**src/rtl/pipe_ctrl_pkg.sv**
```systemverilog
// Shared types for the pipeline sequencer: FSM encoding, timeout width and
// the per-cycle stage control bundle with its issue-rule helper.
package pipe_ctrl_pkg;

    typedef enum logic [1:0] {
        ST_RUN       = 2'd0,
        ST_LD_BUBBLE = 2'd1,
        ST_DMEM_WAIT = 2'd2,
        ST_ERR       = 2'd3
    } state_e;

    localparam int unsigned TO_W = 8;

    typedef struct packed {
        logic pc_en;
        logic pc_sel;
        logic en_de;
        logic en_exe;
        logic en_acc;
        logic en_wb;
        logic flush_de;
        logic flush_exe;
    } ctrl_t;

    // Priority rules applied when the data side is not stalling:
    // taken branch > load-use hazard > fetch miss > free flow.
    function automatic ctrl_t issue_ctrl(input logic br, input logic hz, input logic imem_ack);
        ctrl_t c;
        c = '{pc_en: 1'b1, pc_sel: 1'b0, en_de: 1'b1, en_exe: 1'b1,
              en_acc: 1'b1, en_wb: 1'b1, flush_de: 1'b0, flush_exe: 1'b0};
        if (br) begin
            c.pc_sel    = 1'b1;
            c.flush_de  = 1'b1;
            c.flush_exe = 1'b1;
        end else if (hz) begin
            c.pc_en     = 1'b0;
            c.en_de     = 1'b0;
            c.flush_exe = 1'b1;
        end else if (!imem_ack) begin
            c.pc_en    = 1'b0;
            c.flush_de = 1'b1;
        end
        return c;
    endfunction

endpackage

```
**src/rtl/sat_counter.sv**
```systemverilog
// Saturating up-counter with synchronous clear.
// clr_i and inc_i together load 1; cnt_o stops at all-ones, flagged by sat_o.
module sat_counter #(
    parameter int unsigned W = 8
) (
    input  logic         clk,
    input  logic         rst_n,
    input  logic         clr_i,
    input  logic         inc_i,
    output logic [W-1:0] cnt_o,
    output logic         sat_o
);

    logic [W-1:0] cnt_q, cnt_d;

    assign sat_o = &cnt_q;
    assign cnt_o = cnt_q;

    always_comb begin
        cnt_d = cnt_q;
        if (clr_i) begin
            cnt_d = inc_i ? W'(1) : '0;
        end else if (inc_i && !sat_o) begin
            cnt_d = cnt_q + W'(1);
        end
    end

    always_ff @(posedge clk or negedge rst_n) begin
        if (!rst_n) cnt_q <= '0;
        else        cnt_q <= cnt_d;
    end

endmodule

```
**src/rtl/pipe_ctrl.sv**
```systemverilog
// Central 5-stage pipeline sequencer.
// Inputs : hz_stall, br_taken_exe, imem_ack, dmem_req_acc, dmem_ack, clk, rst (async, low).
// Outputs: imem_req, pc_en, pc_sel, en_de/exe/acc/wb, flush_de/exe (Mealy, zero in reset),
//          bus_err (sticky), state (debug), stall_cnt (saturating pc_en=0 cycle count).
module pipe_ctrl
    import pipe_ctrl_pkg::*;
#(
    parameter int unsigned DMEM_TIMEOUT = 15,
    parameter int unsigned CNT_W        = 16
) (
    input  logic             clk,
    input  logic             rst,
    input  logic             hz_stall,
    input  logic             br_taken_exe,
    output logic             imem_req,
    input  logic             imem_ack,
    input  logic             dmem_req_acc,
    input  logic             dmem_ack,
    output logic             pc_en,
    output logic             pc_sel,
    output logic             en_de,
    output logic             en_exe,
    output logic             en_acc,
    output logic             en_wb,
    output logic             flush_de,
    output logic             flush_exe,
    output logic             bus_err,
    output logic [1:0]       state,
    output logic [CNT_W-1:0] stall_cnt
);

    state_e            state_q, state_d;
    logic              bus_err_q, bus_err_d;
    ctrl_t             ctrl;
    logic              imem_req_c;
    logic              to_clr, to_inc, to_sat;
    logic [TO_W-1:0]   to_cnt;
    logic              stall_inc, stall_sat;

    // Next state, timeout control and Mealy stage controls.
    always_comb begin
        state_d    = state_q;
        bus_err_d  = bus_err_q;
        ctrl       = '0;
        imem_req_c = 1'b0;
        to_clr     = 1'b1;
        to_inc     = 1'b0;
        unique case (state_q)
            ST_RUN, ST_LD_BUBBLE: begin
                imem_req_c = 1'b1;
                if (dmem_req_acc && !dmem_ack) begin
                    state_d = ST_DMEM_WAIT;
                    to_inc  = 1'b1;
                end else begin
                    // LD_BUBBLE masks the hazard unit's still-registered stall.
                    ctrl    = issue_ctrl(br_taken_exe, hz_stall && (state_q == ST_RUN), imem_ack);
                    state_d = (state_q == ST_RUN && !br_taken_exe && hz_stall) ? ST_LD_BUBBLE : ST_RUN;
                end
            end
            ST_DMEM_WAIT: begin
                imem_req_c = 1'b1;
                if (dmem_ack) begin
                    ctrl    = issue_ctrl(br_taken_exe, hz_stall, imem_ack);
                    state_d = ST_RUN;
                end else if (to_cnt == TO_W'(DMEM_TIMEOUT) || to_sat) begin
                    state_d   = ST_ERR;
                    bus_err_d = 1'b1;
                end else begin
                    to_clr = 1'b0;
                    to_inc = 1'b1;
                end
            end
            ST_ERR: begin
                state_d = ST_ERR;
            end
        endcase
        stall_inc = !ctrl.pc_en && (state_q != ST_ERR) && !stall_sat;
    end

    always_ff @(posedge clk or negedge rst) begin
        if (!rst) begin
            state_q   <= ST_RUN;
            bus_err_q <= 1'b0;
        end else begin
            state_q   <= state_d;
            bus_err_q <= bus_err_d;
        end
    end

    sat_counter #(.W(TO_W)) u_timeout (
        .clk   (clk),
        .rst_n (rst),
        .clr_i (to_clr),
        .inc_i (to_inc),
        .cnt_o (to_cnt),
        .sat_o (to_sat)
    );

    sat_counter #(.W(CNT_W)) u_stall_cnt (
        .clk   (clk),
        .rst_n (rst),
        .clr_i (1'b0),
        .inc_i (stall_inc),
        .cnt_o (stall_cnt),
        .sat_o (stall_sat)
    );

    // Controls are forced low for as long as reset is held.
    assign imem_req  = rst & imem_req_c;
    assign pc_en     = rst & ctrl.pc_en;
    assign pc_sel    = rst & ctrl.pc_sel;
    assign en_de     = rst & ctrl.en_de;
    assign en_exe    = rst & ctrl.en_exe;
    assign en_acc    = rst & ctrl.en_acc;
    assign en_wb     = rst & ctrl.en_wb;
    assign flush_de  = rst & ctrl.flush_de;
    assign flush_exe = rst & ctrl.flush_exe;
    assign bus_err   = bus_err_q;
    assign state     = state_q;

endmodule

```
**config.mk**
```make
export PLATFORM = sky130hd
export DESIGN_NAME = pipe_ctrl
export DESIGN_NICKNAME = d
export VERILOG_FILES = /design/src/rtl/pipe_ctrl_pkg.sv /design/src/rtl/sat_counter.sv /design/src/rtl/pipe_ctrl.sv
export SDC_FILE = /design/constraint.sdc
export NUM_CORES = 1
export LEC_CHECK = 0
export BUFFER_PORTS_ARGS = -buffer_cell sky130_fd_sc_hd__buf_2
export CAP_MARGIN = 20
export CORE_ASPECT_RATIO = 1.1
export CORE_UTILIZATION = 53
export DETAILED_ROUTE_END_ITERATION = 7
export PLACE_DENSITY = 0.79
export REMOVE_ABC_BUFFERS = 1
export SYNTH_ARGS = -nofsm -noshare
export SYNTH_HDL_FRONTEND = slang
export SYNTH_SLANG_ARGS = --single-unit
```
**constraint.sdc**
```tcl
create_clock -name clk -period 2.4 [get_ports clk]
set_input_delay 0.48 -clock clk [delete_from_list [all_inputs] [get_ports clk]]
set_output_delay 0.48 -clock clk [all_outputs]
set_load 0.02 [all_outputs]
```
==> results.yml <==
clocking:
  clk_pin_slew_ps: 160
  htree_levels: 1
  cts-root-buf: "clkbuf_4"
  cts_tree: "yes"
  cts_max_path_buffers: 2
  cts_num_sinks: 27
  cts_buffers: 3
  clock_latency_ps: 340
grt:
  antenna_found_initial: 0
  overflow: 0
  grt_max_degree: 18
  grt_use_total_pct: 22.71
  first_global_vias: 1180
  grt_pass1_wl_mm: 5.168
yosys:
  ys_types: 40
  syn_area_per_cell_um2: 9.870
  synthSimpleGateAreaFrac_pct: 26.86
  synthFlopType: "dfrtp_1"
  yosys-top-cells-count: "dfrtp_1, nor2_1, nand2_1"
  yosysMostFrequentCell: "dfrtp_1"
  synth.top_cell.area_share_pct: 45.04
  synth_compound_area_share_pct: 11.18
  synthArstFlopShare_pct: 100.0
  seq_area_frac_synth_pct: 45.04
  synthXorXnorAreaFrac_pct: 10.51
  synth_cells: 152
  synth_adder_area_share_pct: 1.668
  synth-warning-count: 0
  synth_area_leaders: "dfrtp_1, xnor2_1, xor2_1"
  synth_top_family_by_area: "simple AND/OR/NAND/NOR gates"
  syn_area_um2: 1500
  synth_edf_count: 0
  synthMuxAreaShare_pct: 1.001
  ys_ff_latch: 27
  yosys.area.top_type: "dfrtp_1"
sta:
  fin_crit_ps: 2271
  setup_tns_ps: 0
  slew_viol_final: 0
  finalHoldViolations: 0
  max_slew_margin_pct: 66.14
  worst_pin_slew_ps: 507.9
  clock_skew_ps: 8.317
  setup_violations: 0
  fin_ws_ps: 128.9
  rsz0062_at_grt: "false"
  max_freq_mhz: 440.3
  fin_crit_sh_pct: 94.63
power_and_ir_drop:
  peakVddDrop_mv: 0.8083
  p_per_area_nw_per_um2: 788.7
  clkPwrFrac_pct: 15.4
  sw_frac_of_total_pct: 41.10
  pwr-share-seq_pct: 46.0
  p_comb_share_pct: 38.6
  switchingPower_uw: 558.9
  p_int_uw: 801.0
  p_leak_nw: 0.8210
cells_and_area:
  syn_to_final_growth_pct: 14.93
  drive_gt1_share_pct: 28.72
  final-seq-area_um2: 676.9
  fillers: 217
  final_area_um2: 1724
  fin_nets: 198
  final_util_pct: 66.54
  diodes: 0
  multi_input_area_um2: 768.2
route:
  vias_per_cell: 5.726
  drt_first_pass_iters: 4
  routed_wl_mm: 2.950
  drt_iter0_markers: 31
  routedWlPerCell_um: 13.47
  ant_nets: 0
  via_count: 1254
  drc: 0
critical_path:
  critPathArrivalTime_ps: 1790
  path_cells: "nand2b_4, nor2_1, or3_1, a21oi_1, o221a_2, buf_4"
  max_stage_delay_ps: 430
  critical_path.max_fanout: 6
  cp.required_ps: 1920
  start_kind: "register"
  crit_slowest_cell: "dfrtp_2"
  endpoint_kind: "primary output"
  critPathKind: "reg -> out"
floorplanning:
  num_io_pins: 35
  dieArea_um2: 3048
  rows: 19
  die_w_um: 52.73
  core_region_area_um2: 2591
  fp.dieH_um: 57.80
  initial_utilization_pct: 57.89
outcome:
  status: "finished clean"
placed_design:
  hpwl_mm: 2.241
  port_buffers: 34
  placed_cell_area_um2: 1675
  dp_slack_ps: 294.3
  routabilityCongestion: 0.8634
worst_hold_path:
  hp-class: "in -> async"
run:
  cap_violations: 0
state kept, by name, indices dropped and copies added (netlist names):
register,flops
bus_err,1
u_stall_cnt.cnt_o,16
state,2
u_timeout.cnt_o,8
layer usage:
layer,GRT usage (%),vias to the layer above,part of all wire [%]
met5,0,-,0
met3,2.362,5,2.1
met1,29.81,625,45
li1,-,605,-
met2,37.97,19,51
met4,9.023,0,1.6
worst max-delay path, delay by kind of cell, from the launching register on:
family          cells  cell delay (ps)
simple gates        3              510
flops               1              430
compound gates      2              370
buf+inv             1              140
power by group through the flow:
| stage | clock network, mW | registers [mW] | logic, mW |
|---|---|---|---|
| floorplan | 0 | 0.702 | 0.275 |
| global placement | 0 | 0.628 | 0.499 |
| detailed placement | 0 | 0.635 | 0.508 |
| CTS | 0.213 | 0.628 | 0.508 |
| global route | 0.232 | 0.640 | 0.577 |
| finish | 0.209 | 0.626 | 0.525 |
path summary, 6_finish.rpt:
check	start	to	slack, ps	cells past startpoint
max	state[0]$_DFFE_PN0P_	flush_de	130	6
min	rst	u_stall_cnt.cnt_o[9]$_DFFE_PN0P_	20	1
max reg2reg	state[0]$_DFFE_PN0P_	u_stall_cnt.cnt_o[14]$_DFFE_PN0P_	560	5
min reg2reg	bus_err$_DFFE_PN0P_	bus_err$_DFFE_PN0P_	480	1
max in group asynchronous	rst	state[0]$_DFFE_PN0P_	1830	2
min in group clk	dmem_req_acc	u_timeout.cnt_o[0]$_DFFE_PN0P_	450	3
repair_timing:
item                                    CTS  global route
endpoints found under the setup margin    0             1
setup buffers                             0             2
hold buffers                              0             0
resized for setup                         0             2
hold endpoints to repair                  0             0
cells in the final DEF (no fill, tap or decap), drive strengths merged, types with 2 or more instances in the layout:
master,netlist,routed
a2111oi,2,2
a21o,2,2
a21oi,8,8
a31oi,2,2
and2,4,4
and3,3,3
and4,2,2
buf,4,37
clkbuf,1,3
dfrtp,27,27
ha,2,2
inv,4,4
nand2,14,14
nand2b,4,4
nand3,11,11
nand4,7,7
nor2,16,16
nor2b,2,2
nor3,6,6
o21ai,2,2
or3,2,2
or4,2,2
xnor2,11,11
xor2,7,7
per-stage QoR:
stage	cells	hold WS, ps	power, mW
6_report	219	22.41	1.360
5_1_grt	219	29.06	1.449
4_1_cts	217	23.55	1.349
3_5_place_dp	213	406.2	1.143
3_3_place_gp	213	395.8	1.128
2_1_floorplan	147	184.4	0.9762
cells by family (layout without fill, tap and decap cells):
logic type | Yosys count | after routing
and+or+nand+nor | 75 | 75
DFF | 27 | 27
xor gates and xnor gates | 18 | 18
adders and majority gates | 2 | 2
muxes | 1 | 1
AOI/OAI and AO/OA | 20 | 20
buffers and inverters | 9 | 45
final cells by class:
| cell class | instances | area share [%] |
|---|---|---|
| clock buffers | 3 | 1.306 |
| clock inverters | 1 | 0.4354 |
| inverters | 4 | 0.8708 |
| multi-input cells | 116 | 44.56 |
| flip-flops and latches | 27 | 39.26 |
| well taps | 31 | 2.250 |
| repair buffers | 37 | 11.32 |
Power figures use the tool's default switching activity.
